File: src/rtl/proc_pkg.sv
// Shared definitions for the instruction-sequencing controller and its ALU.
//   state_t      : FSM state encoding, also exposed on the State debug port
//   OP_*         : instruction opcodes (IR[15:12])
//   ALU_*        : ALU function-select encodings
//   is_alu_op    : true for opcodes executed in the single ALU_OP state
//   alu_sel_of   : opcode -> ALU function select
package proc_pkg;

   // INIT is encoded as zero so that the reset value of the state register
   // and of the State debug port is all-zeros.
   typedef enum logic [3:0] {
      ST_INIT   = 4'd0,
      ST_FETCH  = 4'd1,
      ST_DECODE = 4'd2,
      ST_NOOP   = 4'd3,
      ST_LOAD_A = 4'd4,
      ST_LOAD_B = 4'd5,
      ST_STORE  = 4'd6,
      ST_ALU_OP = 4'd7,
      ST_HALT   = 4'd8
   } state_t;

   localparam logic [3:0] OP_NOOP  = 4'h0;
   localparam logic [3:0] OP_STORE = 4'h1;
   localparam logic [3:0] OP_LOAD  = 4'h2;
   localparam logic [3:0] OP_ADD   = 4'h3;
   localparam logic [3:0] OP_SUB   = 4'h4;
   localparam logic [3:0] OP_HALT  = 4'h5;
   localparam logic [3:0] OP_XOR   = 4'h6;
   localparam logic [3:0] OP_OR    = 4'h7;
   localparam logic [3:0] OP_AND   = 4'h8;
   localparam logic [3:0] OP_INC   = 4'h9;

   localparam logic [2:0] ALU_ZERO   = 3'b000;
   localparam logic [2:0] ALU_ADD    = 3'b001;
   localparam logic [2:0] ALU_SUB    = 3'b010;
   localparam logic [2:0] ALU_PASS_A = 3'b011;
   localparam logic [2:0] ALU_XOR    = 3'b100;
   localparam logic [2:0] ALU_OR     = 3'b101;
   localparam logic [2:0] ALU_AND    = 3'b110;
   localparam logic [2:0] ALU_INC    = 3'b111;

   function automatic logic is_alu_op(input logic [3:0] op);
      return (op == OP_ADD) || (op == OP_SUB) || (op == OP_XOR) ||
             (op == OP_OR)  || (op == OP_AND) || (op == OP_INC);
   endfunction

   function automatic logic [2:0] alu_sel_of(input logic [3:0] op);
      logic [2:0] sel;
      sel = ALU_ZERO;
      case (op)
         OP_ADD:  sel = ALU_ADD;
         OP_SUB:  sel = ALU_SUB;
         OP_XOR:  sel = ALU_XOR;
         OP_OR:   sel = ALU_OR;
         OP_AND:  sel = ALU_AND;
         OP_INC:  sel = ALU_INC;
         default: sel = ALU_ZERO;
      endcase
      return sel;
   endfunction

endpackage

File: src/rtl/prog_counter.sv
// Program counter for the controller.
//   clk   : clock (rising edge)
//   rst_n : asynchronous active-low reset, clears pc
//   clear : synchronous clear to 0 (has priority over incr)
//   incr  : advance pc by one, wrapping from all-ones to 0
//   pc    : current program counter
module prog_counter #(
   parameter int PC_W = 7
) (
   input  logic            clk,
   input  logic            rst_n,
   input  logic            clear,
   input  logic            incr,
   output logic [PC_W-1:0] pc
);

   always_ff @(posedge clk or negedge rst_n) begin
      if (!rst_n) begin
         pc <= '0;
      end else if (clear) begin
         pc <= '0;
      end else if (incr) begin
         pc <= pc + PC_W'(1);   // natural modulo-2^PC_W wrap
      end
   end

endmodule

File: src/rtl/proc_controller.sv
// Multi-cycle instruction sequencer: fetches 16-bit instructions from an
// instruction ROM and drives data-memory, register-file and ALU controls.
//   Clk, ResetN            : clock / asynchronous active-low reset
//   I_Data                 : ROM word at I_Addr (one-cycle read latency)
//   I_Addr                 : current PC
//   D_Addr, D_Wr           : data-memory address and write strobe
//   RF_s                   : register-file write source (1 = memory, 0 = ALU)
//   RF_W_Addr, RF_W_En     : register-file write port
//   RF_Ra_Addr, RF_Rb_Addr : register-file read ports feeding ALU A / B
//   ALU_Sel                : ALU function select
//   State                  : FSM state (debug)
//   Halted                 : high exactly while in HALT
module proc_controller
   import proc_pkg::*;
#(
   parameter int         PC_W    = 7,
   parameter logic [3:0] HALT_OP = OP_HALT
) (
   input  logic            Clk,
   input  logic            ResetN,
   input  logic [15:0]     I_Data,
   output logic [PC_W-1:0] I_Addr,
   output logic [7:0]      D_Addr,
   output logic            D_Wr,
   output logic            RF_s,
   output logic [3:0]      RF_W_Addr,
   output logic            RF_W_En,
   output logic [3:0]      RF_Ra_Addr,
   output logic [3:0]      RF_Rb_Addr,
   output logic [2:0]      ALU_Sel,
   output logic [3:0]      State,
   output logic            Halted
);

   state_t      state;
   logic [15:0] ir;
   logic        pc_clear;
   logic        pc_incr;

   // Instruction fields
   logic [3:0] op;
   logic [3:0] alu_rq;
   logic [3:0] alu_ra;
   logic [3:0] alu_rb;
   logic [7:0] mem_addr;
   logic [3:0] mem_rq;

   assign op       = ir[15:12];
   assign alu_rq   = ir[11:8];
   assign alu_ra   = ir[7:4];
   assign alu_rb   = ir[3:0];
   assign mem_addr = ir[11:4];
   assign mem_rq   = ir[3:0];

   assign pc_clear = (state == ST_INIT);
   assign pc_incr  = (state == ST_FETCH);
   assign State    = state;

   prog_counter #(
      .PC_W (PC_W)
   ) u_pc (
      .clk   (Clk),
      .rst_n (ResetN),
      .clear (pc_clear),
      .incr  (pc_incr),
      .pc    (I_Addr)
   );

   // Outputs are registered alongside the state: each branch loads the
   // values belonging to the state being entered, so outputs change only
   // on the clock edge together with State (Moore timing, no glitches).
   always_ff @(posedge Clk or negedge ResetN) begin
      if (!ResetN) begin
         state      <= ST_INIT;
         ir         <= '0;
         D_Addr     <= '0;
         D_Wr       <= 1'b0;
         RF_s       <= 1'b0;
         RF_W_Addr  <= '0;
         RF_W_En    <= 1'b0;
         RF_Ra_Addr <= '0;
         RF_Rb_Addr <= '0;
         ALU_Sel    <= ALU_ZERO;
         Halted     <= 1'b0;
      end else begin
         D_Addr     <= '0;
         D_Wr       <= 1'b0;
         RF_s       <= 1'b0;
         RF_W_Addr  <= '0;
         RF_W_En    <= 1'b0;
         RF_Ra_Addr <= '0;
         RF_Rb_Addr <= '0;
         ALU_Sel    <= ALU_ZERO;
         Halted     <= 1'b0;

         case (state)
            ST_INIT: begin
               state <= ST_FETCH;
            end
            ST_FETCH: begin
               ir    <= I_Data;
               state <= ST_DECODE;
            end
            ST_DECODE: begin
               // HALT_OP is checked first so a retargeted halt opcode
               // overrides whatever that opcode would otherwise do.
               if (op == HALT_OP) begin
                  state  <= ST_HALT;
                  Halted <= 1'b1;
               end else if (op == OP_STORE) begin
                  state      <= ST_STORE;
                  D_Addr     <= mem_addr;
                  RF_Ra_Addr <= mem_rq;
                  ALU_Sel    <= ALU_PASS_A;
                  D_Wr       <= 1'b1;
               end else if (op == OP_LOAD) begin
                  state     <= ST_LOAD_A;
                  D_Addr    <= mem_addr;
                  RF_s      <= 1'b1;
                  RF_W_Addr <= mem_rq;
               end else if (is_alu_op(op)) begin
                  state      <= ST_ALU_OP;
                  RF_Ra_Addr <= alu_ra;
                  RF_Rb_Addr <= alu_rb;
                  RF_W_Addr  <= alu_rq;
                  RF_W_En    <= 1'b1;
                  ALU_Sel    <= alu_sel_of(op);
               end else begin
                  state <= ST_NOOP;
               end
            end
            ST_LOAD_A: begin
               // Memory read data is valid by now; commit it in LOAD_B.
               state     <= ST_LOAD_B;
               D_Addr    <= mem_addr;
               RF_s      <= 1'b1;
               RF_W_Addr <= mem_rq;
               RF_W_En   <= 1'b1;
            end
            ST_HALT: begin
               state  <= ST_HALT;
               Halted <= 1'b1;
            end
            default: begin
               // NOOP, LOAD_B, STORE, ALU_OP and any stray encoding.
               state <= ST_FETCH;
            end
         endcase
      end
   end

endmodule

File: config.mk
export PLATFORM = sky130hd
export DESIGN_NAME = proc_controller
export DESIGN_NICKNAME = d
export VERILOG_FILES = /design/src/rtl/proc_pkg.sv /design/src/rtl/prog_counter.sv /design/src/rtl/proc_controller.sv
export SDC_FILE = /design/constraint.sdc
export NUM_CORES = 1
export LEC_CHECK = 0
export CELL_PAD_IN_SITES_DETAIL_PLACEMENT = 1
export CELL_PAD_IN_SITES_GLOBAL_PLACEMENT = 1
export CORE_MARGIN = 3
export CORE_UTILIZATION = 36
export CTS_BUF_LIST = sky130_fd_sc_hd__clkbuf_8
export CTS_CLUSTER_DIAMETER = 60
export DETAILED_ROUTE_END_ITERATION = 16
export HOLD_SLACK_MARGIN = 0.12
export PLACE_DENSITY = 0.81
export SLEW_MARGIN = 0
export SYNTH_ARGS = -nofsm -noshare
export SYNTH_HDL_FRONTEND = slang
export SYNTH_SLANG_ARGS = --single-unit
File: constraint.sdc
create_clock -name Clk -period 1.75 [get_ports Clk]
set_input_delay 0.4375 -clock Clk [delete_from_list [all_inputs] [get_ports Clk]]
set_output_delay 0.4375 -clock Clk [all_outputs]
set_load 0.1 [all_outputs]
======== After elaboration in Yosys (flattened, before gate mapping) ========
Index checks and enable logic that the tools add are counted.
storage, ports and cells
  register bits after elaboration ......... 54
  logic and storage cells ................. 79
  input bits .............................. 18
operators by class
  mux-type cells .......................... 46
  add/sub/neg operators ................... 1
  reduce and logical (&&, ||, !) cells .... 7
  equality and inequality tests ........... 13
operator list
  kind                                                                    number
  4-bit 2-to-1 mux                                                        15
  3-bit 2-to-1 mux                                                        8
  8-bit 2-to-1 mux                                                        3
  4-bit by 3-bit equality test with 1-bit output (second input constant)  5
  3-bit case mux with 6 select lines                                      1
  4-bit case mux with 4 select lines                                      1
  8-bit case mux with 2 select lines                                      1
  7-bit 2-to-1 mux                                                        2
  4-bit by 2-bit equality test with 1-bit output (second input constant)  3
  4-bit equality test (second input constant)                             3
  1-bit 2-to-1 mux                                                        11
  4-bit by 1-bit equality test with 1-bit output (second input constant)  2
  4-bit case mux with 2 select lines                                      1
  7-bit by 1-bit adder with 7-bit output (second input constant)          1
  1-bit case mux with 2 select lines                                      3
  1-bit logical OR                                                        5
  4-bit logical NOT                                                       1
  2-bit nonzero test                                                      1

======== Depth between registers and ports, before layout ========
Gate-level depths: netlist (run 1).
  depth in word-level cells ............... 11
  depth in mapped cells ................... 6

======== By module ========
A second synthesis (run 1) with hierarchy kept.
unflattened totals
  cells, all modules ...................... 163
  area total of the unflattened synthesis .. 2174.6 µm²
by module, submodules not included
  module           area an instance (µm²)  seq. area each (µm²)  cells each  instances
  proc_controller  1866.8                  1176.1                134         1
  prog_counter     307.8                   175.2                 29          1

======== Worst setup path before layout (run 1) ========
Ideal clock, no wire load.
  kind .................................... flip-flop to flip-flop
  from .................................... register state[3], in the netlist State[3]
  to ...................................... register ir[10]
  data required time ...................... 1.625 ns
  path buffers ............................ 3
  cell stages (with the launch flop) ...... 7
  slack ................................... -0.473 ns
  period minus slack after synthesis ...... 2.223 ns
  arrival ................................. 2.098 ns
  path through ............................ dfrtp_1 -> buf_2 -> nor3_2 -> and2_1 -> buf_4 -> buf_6 -> mux2_2
on the way
  word-level cells in the longest chain between the ends .. 1
RTL lines
  what                                            RTL line                text
  from (decl)                                     proc_controller.sv:35   state_t state;
  from (signal assigned)                          proc_controller.sv:74   state <= ST_INIT;
  from (signal assigned)                          proc_controller.sv:98   state <= ST_FETCH;
  from (signal assigned)                          proc_controller.sv:102  state <= ST_DECODE;
  4-bit by 1-bit equality test with 1-bit output  proc_controller.sv:96   case (state)
  to (signal assigned)                            proc_controller.sv:101  ir <= I_Data;
  to (decl)                                       proc_controller.sv:36   logic [15:0] ir;
No other way between the ends.
A chain may end at the register's enable or synchronous reset.

======== Worst setup path after layout (run 1) ========
  from .................................... register ir[12]
  to ...................................... register D_Addr[0]
on the way
  word-level cells in the longest chain between the ends .. 5
  elaborated cells between the ends (all ways) .. 7
  classes of those cells .................. eq/ne: 3; mux: 4
RTL lines
  what                                            RTL line                text
  4-bit by 2-bit equality test with 1-bit output  proc_controller.sv:116  end else if (op == OP_LOAD) begin
  8-bit 2-to-1 mux                                proc_controller.sv:116
  8-bit 2-to-1 mux                                proc_controller.sv:110  end else if (op == OP_STORE) begin
  8-bit 2-to-1 mux *                              proc_controller.sv:107  if (op == HALT_OP) begin
  8-bit case mux with 2 select lines *            proc_controller.sv:96
  to (signal assigned)                            proc_controller.sv:112  D_Addr <= mem_addr;
  to (signal assigned)                            proc_controller.sv:118  D_Addr <= mem_addr;
  to (signal assigned)                            proc_controller.sv:135  D_Addr <= mem_addr;
  to (decl)                                       proc_controller.sv:23   output logic [7:0] D_Addr,
Mark *: on every way between the ends. The rest lies on a longest branch, timed or not.

==> results.cfg, run 1 <==
[global_route]
antenna_found_initial = 0
grt_pass1_wl_um = 10900
grt.overflow.total = 0
grtUsageTotal_pct = 19.1
grt_max_degree = 55
grt_pass1_vias = 1950

[synthesis]
postSynthAreaPerCell_um2 = 11.7
synth_compound_area_share_pct = 12.1
synth_area_leaders = dfrtp_1, mux2_2, nor3b_1, o21ai_0, and2_1
synthArstFlopShare_pct = 100
synth_fa_ha_area_share_pct = 0.521
synth_ff_type = dfrtp_1
synthSimpleGateAreaFrac_pct = 19.4
netlist_top_cells_count = dfrtp_1, mux2_2, o21ai_0
syn-cell-area_um2 = 2400
postSynthCellCount = 205
ys_ff_latch = 54
synth-seq-area-share_pct = 56.3
ys_types = 43
synth_top_family_by_area = simple AND/OR/NAND/NOR gates
yosys_warnings = 0
synth_top_area_share_pct = 56.3
synthXorXnorAreaFrac_pct = 1.09
yosysMostFrequentCell = dfrtp_1
synth-edff-count = 0
yosysTopAreaCell = dfrtp_1
muxShareOfSynthArea_pct = 7.04
syn_nets = 224

[final_layout]
diodes = 0
layout.nets = 284
drive_gt1_share_pct = 32.7
syn2layout_area_growth_pct = 53.0

[floorplanning]
core-area_um2 = 6420
num_io_pins = 56
die-area_um2 = 7680
start_util_pct = 37.4
dieWidth_um = 87.6
rows = 29
die_y_um = 87.6

[timing]
fin_skew_ps = 11.4
setup_violations = 0
max_slew.worst_pin.slew_ps = 356
relSlewSlack_pct = 76.0
max_freq_ghz = 0.595
period_minus_slack_ps = 1680
rsz0062_at_grt = no
drv_slew = 0
fin_crit_sh_pct = 96.1
hold_viol_final = 0
fin_hold_ws_ps = 554

[worst_setup_path]
crit_slowest_cell = dfrtp_1
cp_common_cell = buf_4
cp_data_required_time_ps = 1970
crit_type = register to register
worst_setup_path_end_kind = register
worstPathArrival_ps = 1910
setup.worst_path.start_class = register
critPathMaxStageDelay_ps = 510
crit_fanout = 9
cp_cell_sequence = buf_4 > xor2_1 > a41oi_1 > buf_4 > nor3b_1

[placed_design]
portBuffers = 55
dp_hpwl_um = 5020
gp_congestion = 0.786

[clock_network]
tritoncts.num_buffers = 5
cts_tree = built
clockRootBuffer = clkbuf_8
cts_sinks = 54
insertion_delay_ps = 320
cts_max_level = 2
clock_path_buffers = 2
path_clk_slew_ps = 100

[detailed_routing]
maxUsedRoutingLayer = met4
vias = 1874
drt-met1-wl_um = 3050
dr_wl_met2_um = 3500
route.detailed.drc = 0
firstDrtPassIters = 4
wl_per_cell_um = 20.1
antenna_left = 0
met3WireLength_um = 183
via_per_inst = 5.46
drt_iter0_markers = 69
wirelength_um = 6890

[pwr]
powerDensity_nw_per_um2 = 2130
totalPowerFinal_uw = 7810
p_leak_uw = 0.00160
peakVddDrop_v = 0.000893

[flow_run]
drv_cap = 0

[run_status]
status = finished clean

[hold_path]
holdCritPathClass = register to register
## layer usage
layer / vias to the layer above / track usage [%]
li1: 853 / -
met1: 975 / 24.6
met2: 37 / 32.3
met3: 9 / 4.14
met4: 0 / 5.86
met5: - / 0
## placed cells by master, fill, tap and decap left out, drive strengths merged, types with 2 or more instances in the layout
master / Yosys / routed
a211oi: 4 / 4
dfrtp: 54 / 54
and3b: 5 / 5
a31oi: 2 / 2
o211ai: 4 / 4
nand2b: 4 / 4
o21ai: 12 / 12
clkbuf: 7 / 5
nor3b: 11 / 11
a22o: 5 / 5
mux2: 15 / 15
nor3: 3 / 3
a21oi: 5 / 5
nand3: 8 / 8
nor4b: 2 / 2
a211o: 2 / 2
nor2: 5 / 5
and3: 3 / 3
clkdlybuf4s50: 0 / 16
nand2: 9 / 9
xor2: 2 / 2
nand4b: 2 / 2
buf: 8 / 51
nor2b: 7 / 7
inv: 1 / 2
or4b: 2 / 2
and2: 9 / 9
clkinv: 1 / 2
## what timing repair did
item | CTS | global route
hold buffers | 1 | 0
buffers inserted | 0 | 0
endpoints found under the hold margin | 46 | 0
endpoints found under the setup margin | 1 | 0
gates resized for setup | 1 | 0
## cells by family after synthesis
logic type      Yosys count
compound gates           41
xor+xnor                  3
fa+ha+maj                 1
buf+inv                  17
flops                    54
mux                      15
simple gates             74
## where the power goes
| group | switching, µW | internal [µW] | total [µW] | leakage, µW |
|---|---|---|---|---|
| registers | 572 | 1680 | 2250 | 0.000695 |
| clock network | 447 | 434 | 881 | 0.0000587 |
| logic | 2790 | 1890 | 4680 | 0.000846 |
| total | 3800 | 4000 | 7810 | 0.00160 |
## state kept, by name, summed over array words and instances (netlist names)
| signal | flops |
|---|---|
| D_Addr | 8 |
| ir | 16 |
| u_pc.pc | 7 |
| RF_W_Addr | 4 |
| Halted | 1 |
| State | 4 |
| RF_Ra_Addr | 4 |
| RF_Rb_Addr | 4 |
| ALU_Sel | 3 |
| RF_W_En | 1 |
| RF_s | 1 |
| D_Wr | 1 |
## area by class of cell
type | count | area, µm²
fill | 624 | 2750
sequential | 54 | 1370
timing repair buffer | 68 | 1050
multi-input combinational | 134 | 1030
tap | 77 | 96.3
clock buffer | 5 | 68.8
clock inverter | 3 | 47.5
inverter | 2 | 7.51
## per-stage QoR
| stage | util (%) | cells | setup TNS (ps) | worst slack, ps | area [µm²] |
|---|---|---|---|---|---|
| finish | 57.2 | 343 | 0 | 68.3 | 3670 |
| global route | 57.2 | 343 | 0 | 4.77 | 3670 |
| CTS | 57.2 | 343 | 0 | 78.8 | 3670 |
| detailed placement | 55.1 | 334 | 0 | 4.60 | 3540 |
| global placement | 55.1 | 334 | 0 | 139 | 3540 |
| floorplan | - | 205 | -1410 | -178 | 2520 |
## path summary, 6_finish.rpt
path / from / endpoint / slack [ps] / cells after the start
worst max-delay path: ir[12] / D_Addr[0] / 70 / 5
max in group asynchronous: ResetN / State[2] / 840 / 3
worst min register to register: u_pc.pc[1] / u_pc.pc[1] / 550 / 2
worst max register to register: ir[12] / D_Addr[0] / 70 / 5
min in group asynchronous: ResetN / ir[1] / 640 / 3
worst min-delay path: u_pc.pc[1] / u_pc.pc[1] / 550 / 2
## worst max-delay path, delay by kind of cell (launching register included)
kind / cells / cell delay (ps)
flops: 1 / 510
buf+inv: 2 / 450
simple gates: 1 / 230
xor+xnor: 1 / 210
compound gates: 1 / 180
Note: power is estimated with default switching activity, not from simulation.
==> run 2: changes to the inputs <==
CORE_UTILIZATION = 40   (was 36)
MAX_ROUTING_LAYER = met4   (was default)
PLACE_DENSITY = 0.85   (was 0.81)
clock period = 1.82 ns   (was 1.75 ns; I/O delays follow)
==> results.cfg, run 2 (synthesized netlist as in run 1, its figures left out) <==
[timing]
max_freq_ghz = 0.595
rsz0062_at_grt = no
fin_skew_ps = 4.29
max_slew.worst_pin.slew_ps = 435
fin_tns_setup_ps = 0
relSlewSlack_pct = 70.6
drv_slew = 0
fin_hold_ws_ps = 125
hold_viol_final = 0
setup_violations = 0
period_minus_slack_ps = 1680
fin_crit_sh_pct = 92.4
setup_ws_ps = 139

[floorplanning]
dieWidth_um = 83.5
start_util_pct = 42.5
num_io_pins = 56
die_y_um = 83.5
core-area_um2 = 5640
rows = 27
die-area_um2 = 6960

[final_layout]
regMostFlops = ir
finalNonFillerCells = 335
mostFrequentLayoutCell = dfrtp_1
diodes = 0
drive_gt1_share_pct = 30.8
layout.nets = 281
layout_common_cells = dfrtp_1, buf_12, clkdlybuf4s50_1
top_regs = ir (16), D_Addr (8), u_pc.pc (7)
design_area_um2 = 3600
largest_reg_flops = 16
syn2layout_area_growth_pct = 50.2
num-fill-cells = 536

[clock_network]
clockRootBuffer = clkbuf_8
insertion_delay_ps = 300
cts_max_level = 2
tritoncts.num_buffers = 5
cts_sinks = 54
path_clk_slew_ps = 90
cts_tree = built
clock_path_buffers = 2

[detailed_routing]
antenna_left = 0
dr_wl_met2_um = 4260
drt_iter0_markers = 159
wl_per_cell_um = 22.7
wirelength_um = 7610
maxUsedRoutingLayer = met4
drt-met1-wl_um = 2910
met3WireLength_um = 246
firstDrtPassIters = 5
route.detailed.drc = 0
vias = 1901
via_per_inst = 5.67

[placed_design]
dp.cells = 327
placed_area_um2 = 3490
dp_hpwl_um = 5650
dp_slack_ps = 10.8
gp_congestion = 0.834
portBuffers = 55

[pwr]
p_leak_uw = 0.00157
powerDensity_nw_per_um2 = 2050
pwr-share-comb_pct = 60.0
p_switching_uw = 3640
peakVddDrop_v = 0.000907
internal_power_uw = 3750
p_seq_share_pct = 29.5
clockPowerShare_pct = 10.5
p_sw_share_pct = 49.2

[global_route]
grt_pass1_vias = 2171
grt_max_degree = 55
grt.overflow.total = 0
grt_pass1_wl_um = 12300
grtUsageTotal_pct = 23.5
antenna_found_initial = 0

[worst_setup_path]
worst_setup_path_end_kind = register
worstPathArrival_ps = 1920
crit_fanout = 10
crit_type = register to register
cp_data_required_time_ps = 2060
setup.worst_path.start_class = register

[hold_path]
holdCritPathClass = primary input to asynchronous set/reset pin

[run_status]
status = finished clean

[flow_run]
drv_cap = 0
## run 2: cell types whose count changed in the layout (fill, tap and decap cells not counted), sizes merged
cell / before / now
buf: 51 / 49
clkinv: 2 / 1
dlygate4sd3: 1 / 0
inv: 2 / 3
## run 2: routing by layer
metal  vias up  GRT usage, %
li1        849             -
met1       983          26.0
met2        56          43.2
met3        13          3.65
met4         0          7.60
met5         -             -
## run 2: final cells by class
cell class / instances / area, µm² / area share (%)
sequential: 54 / 1370 / 37.9
timing repair buffer: 65 / 1030 / 28.5
multi-input combinational: 134 / 1010 / 28.0
tap: 72 / 90.1 / 2.50
clock buffer: 5 / 68.8 / 1.91
clock inverter: 3 / 37.5 / 1.04
inverter: 2 / 7.51 / 0.208
## run 2: through the flow
stage	utilization, %	power (µW)
finish	63.9	7390
global route	63.9	7700
CTS	63.8	7410
detailed placement	61.8	6580
global placement	61.8	6330
floorplan	-	4880
## run 2: power groups by stage
| stage | sequential [µW] | clock [µW] | combinational [µW] |
|---|---|---|---|
| floorplan | 3350 | 0 | 1530 |
| global placement | 2120 | 0 | 4210 |
| detailed placement | 2190 | 0 | 4390 |
| CTS | 2180 | 789 | 4440 |
| global route | 2240 | 843 | 4620 |
| finish | 2180 | 776 | 4430 |
## run 2: final timing paths
path	startpoint	to	slack, ps	cells after the start
setup / recovery	State[3]	RF_Rb_Addr[3]	140	3
setup reg to reg	State[3]	RF_Rb_Addr[3]	140	3
max in group asynchronous	ResetN	State[1]	1420	2
hold reg to reg	u_pc.pc[1]	u_pc.pc[1]	570	2
hold / removal	ResetN	ir[8]	130	2
min in group Clk	u_pc.pc[1]	u_pc.pc[1]	570	2
## run 2: timing repair
action | 4_1_cts | 5_1_grt
gates cloned | 0 | 0
setup buffers | 0 | 0
resized for setup | 1 | 1
endpoints found under the setup margin | 1 | 1
hold buffers | 0 | 0
## run 2: worst max-delay path, stage by stage, from the launching register on
cell	delay, ps
dfrtp_4	560
nor4b_1	450
o211a_1	390
and2_1	210
==> run 3: changes to the inputs <==
clock period = 1.7 ns   (was 1.82 ns; I/O delays follow)
==> results.cfg, run 3 (synthesized netlist as in run 1, its figures left out) <==
[worst_setup_path]
worst_setup_path_end_kind = register
crit_fanout = 6
cp_cell_sequence = or4b_4 > o22ai_4 > a22o_1
reg2reg_depth = 3
worstPathArrival_ps = 1970
crit_type = register to register
crit_slowest_cell = or4b_4
setup.worst_path.start_class = register
critPathMaxStageDelay_ps = 610
cp_data_required_time_ps = 1960

[final_layout]
multiInputGateArea_um2 = 1050
design_area_um2 = 3720
num-fill-cells = 535
top_regs = ir (16), D_Addr (8), u_pc.pc (7)
syn2layout_area_growth_pct = 55.1
diodes = 0
layout_common_cells = dfrtp_1, buf_12, clkdlybuf4s50_1, buf_4, o21ai_0
drive_gt1_share_pct = 36.9
mostFrequentLayoutCell = dfrtp_1
layout.nets = 292
largest_reg_flops = 16
seqCellArea_um2 = 1370
regMostFlops = ir
finalNonFillerCells = 346

[timing]
max_slew.worst_pin.slew_ps = 292
setup_ws_ps = -1.45
rsz0062_at_grt = yes
period_minus_slack_ps = 1700
fin_skew_ps = 19.1
max_freq_ghz = 0.588
hold_viol_final = 0
fin_crit_sh_pct = 100
drv_slew = 0
relSlewSlack_pct = 80.3
fin_hold_ws_ps = 572
setup_violations = 1

[clock_network]
clock_path_buffers = 2
tritoncts.num_buffers = 5
insertion_delay_ps = 330
clockRootBuffer = clkbuf_8
cts_sinks = 54
cts_max_level = 2
cts_tree = built
path_clk_slew_ps = 120

[detailed_routing]
wl_per_cell_um = 24.7
wirelength_um = 8550
antenna_left = 0
vias = 2023
route.detailed.drc = 0
via_per_inst = 5.85
firstDrtPassIters = 4
drt_iter0_markers = 180

[placed_design]
gp_congestion = 0.792
dp_hpwl_um = 5900
dp.cells = 334
placed_area_um2 = 3540
dp_slack_ps = -20.1
portBuffers = 55

[global_route]
grt_pass1_wl_um = 13400
antenna_found_initial = 0
grt_max_degree = 55
gr-usage-met1_pct = 29.9
grt.overflow.total = 0
grtUsageMet2_pct = 45.6
grt_use_met3_pct = 3.75
busiest_layer = met2
grt_pass1_vias = 2247
grtUsageTotal_pct = 26.0

[hold_path]
whs_path_depth = 1
holdCritPathClass = register to register

[pwr]
totalPowerFinal_uw = 8160
powerDensity_nw_per_um2 = 2190
peakVddDrop_v = 0.00104
p_leak_uw = 0.00163

[run_status]
violations = setup timing
status = finished, violations left

[floorplanning]
die_y_um = 83.5
start_util_pct = 42.5
dieWidth_um = 83.5
rows = 27
die-area_um2 = 6960
core-area_um2 = 5640
num_io_pins = 56

[flow_run]
drv_cap = 0
## run 3: cell count changes in the layout (fill, tap and decap cells not counted), moves of 2 or more
cell	delta
buf_6	+2
dfrtp_1	-2
clkinvlp_4	+2
inv_1	-2
nor3b_2	+3
nor3b_1	-3
buf_4	+8
## run 3: final timing paths
check	from	to	slack, ps
worst max-delay path	State[3]	RF_W_Addr[3]	-1
worst min register to register	ir[10]	RF_W_Addr[2]	570
worst min-delay path	ir[10]	RF_W_Addr[2]	570
min in group asynchronous	ResetN	Halted	610
max in group asynchronous	ResetN	State[0]	810
worst max register to register	State[3]	RF_W_Addr[3]	-1
## run 3: cell type report
cell class,instances,share of cell area (%)
Clock buffer,5,1.85
Clock inverter,3,0.639
Inverter,2,0.202
Multi-Input combinational cell,134,28.2
Sequential cell,54,36.8
Tap cell,72,2.42
Timing Repair Buffer,76,29.8
## run 3: repair_timing
item                                    in CTS  in global routing
pin swaps                                    0                  3
resized for setup                            3                 11
gates cloned                                 0                  0
hold buffers                                 1                  0
buffers inserted                             0                  3
endpoints found under the setup margin       9                 27
hold endpoints to repair                    54                  0
## run 3: layer usage
layer	vias to the layer above	routed length [µm]
met4	0	303
met3	23	326
li1	866	-
met2	62	4710
met5	-	0
met1	1072	3200
## run 3: report_power, final
group	total, µW	switching [µW]	internal [µW]
Clock	764	469	296
Sequential	2320	583	1730
Combinational	5080	3070	2000
## run 3: critical path: cells and delay by family (launching register included)
family	cells	cell delay, ps
DFF	1	540
AOI/OAI and AO/OA	2	490
and+or+nand+nor	1	610
## run 3: per-stage QoR
stage               utilization (%)  TNS, ps
finish                         66.0    -1.45
CTS                            64.7    -8.43
global route                   66.0    -63.1
global placement               62.7        0
detailed placement             62.7    -23.3
floorplan                         -    -2340
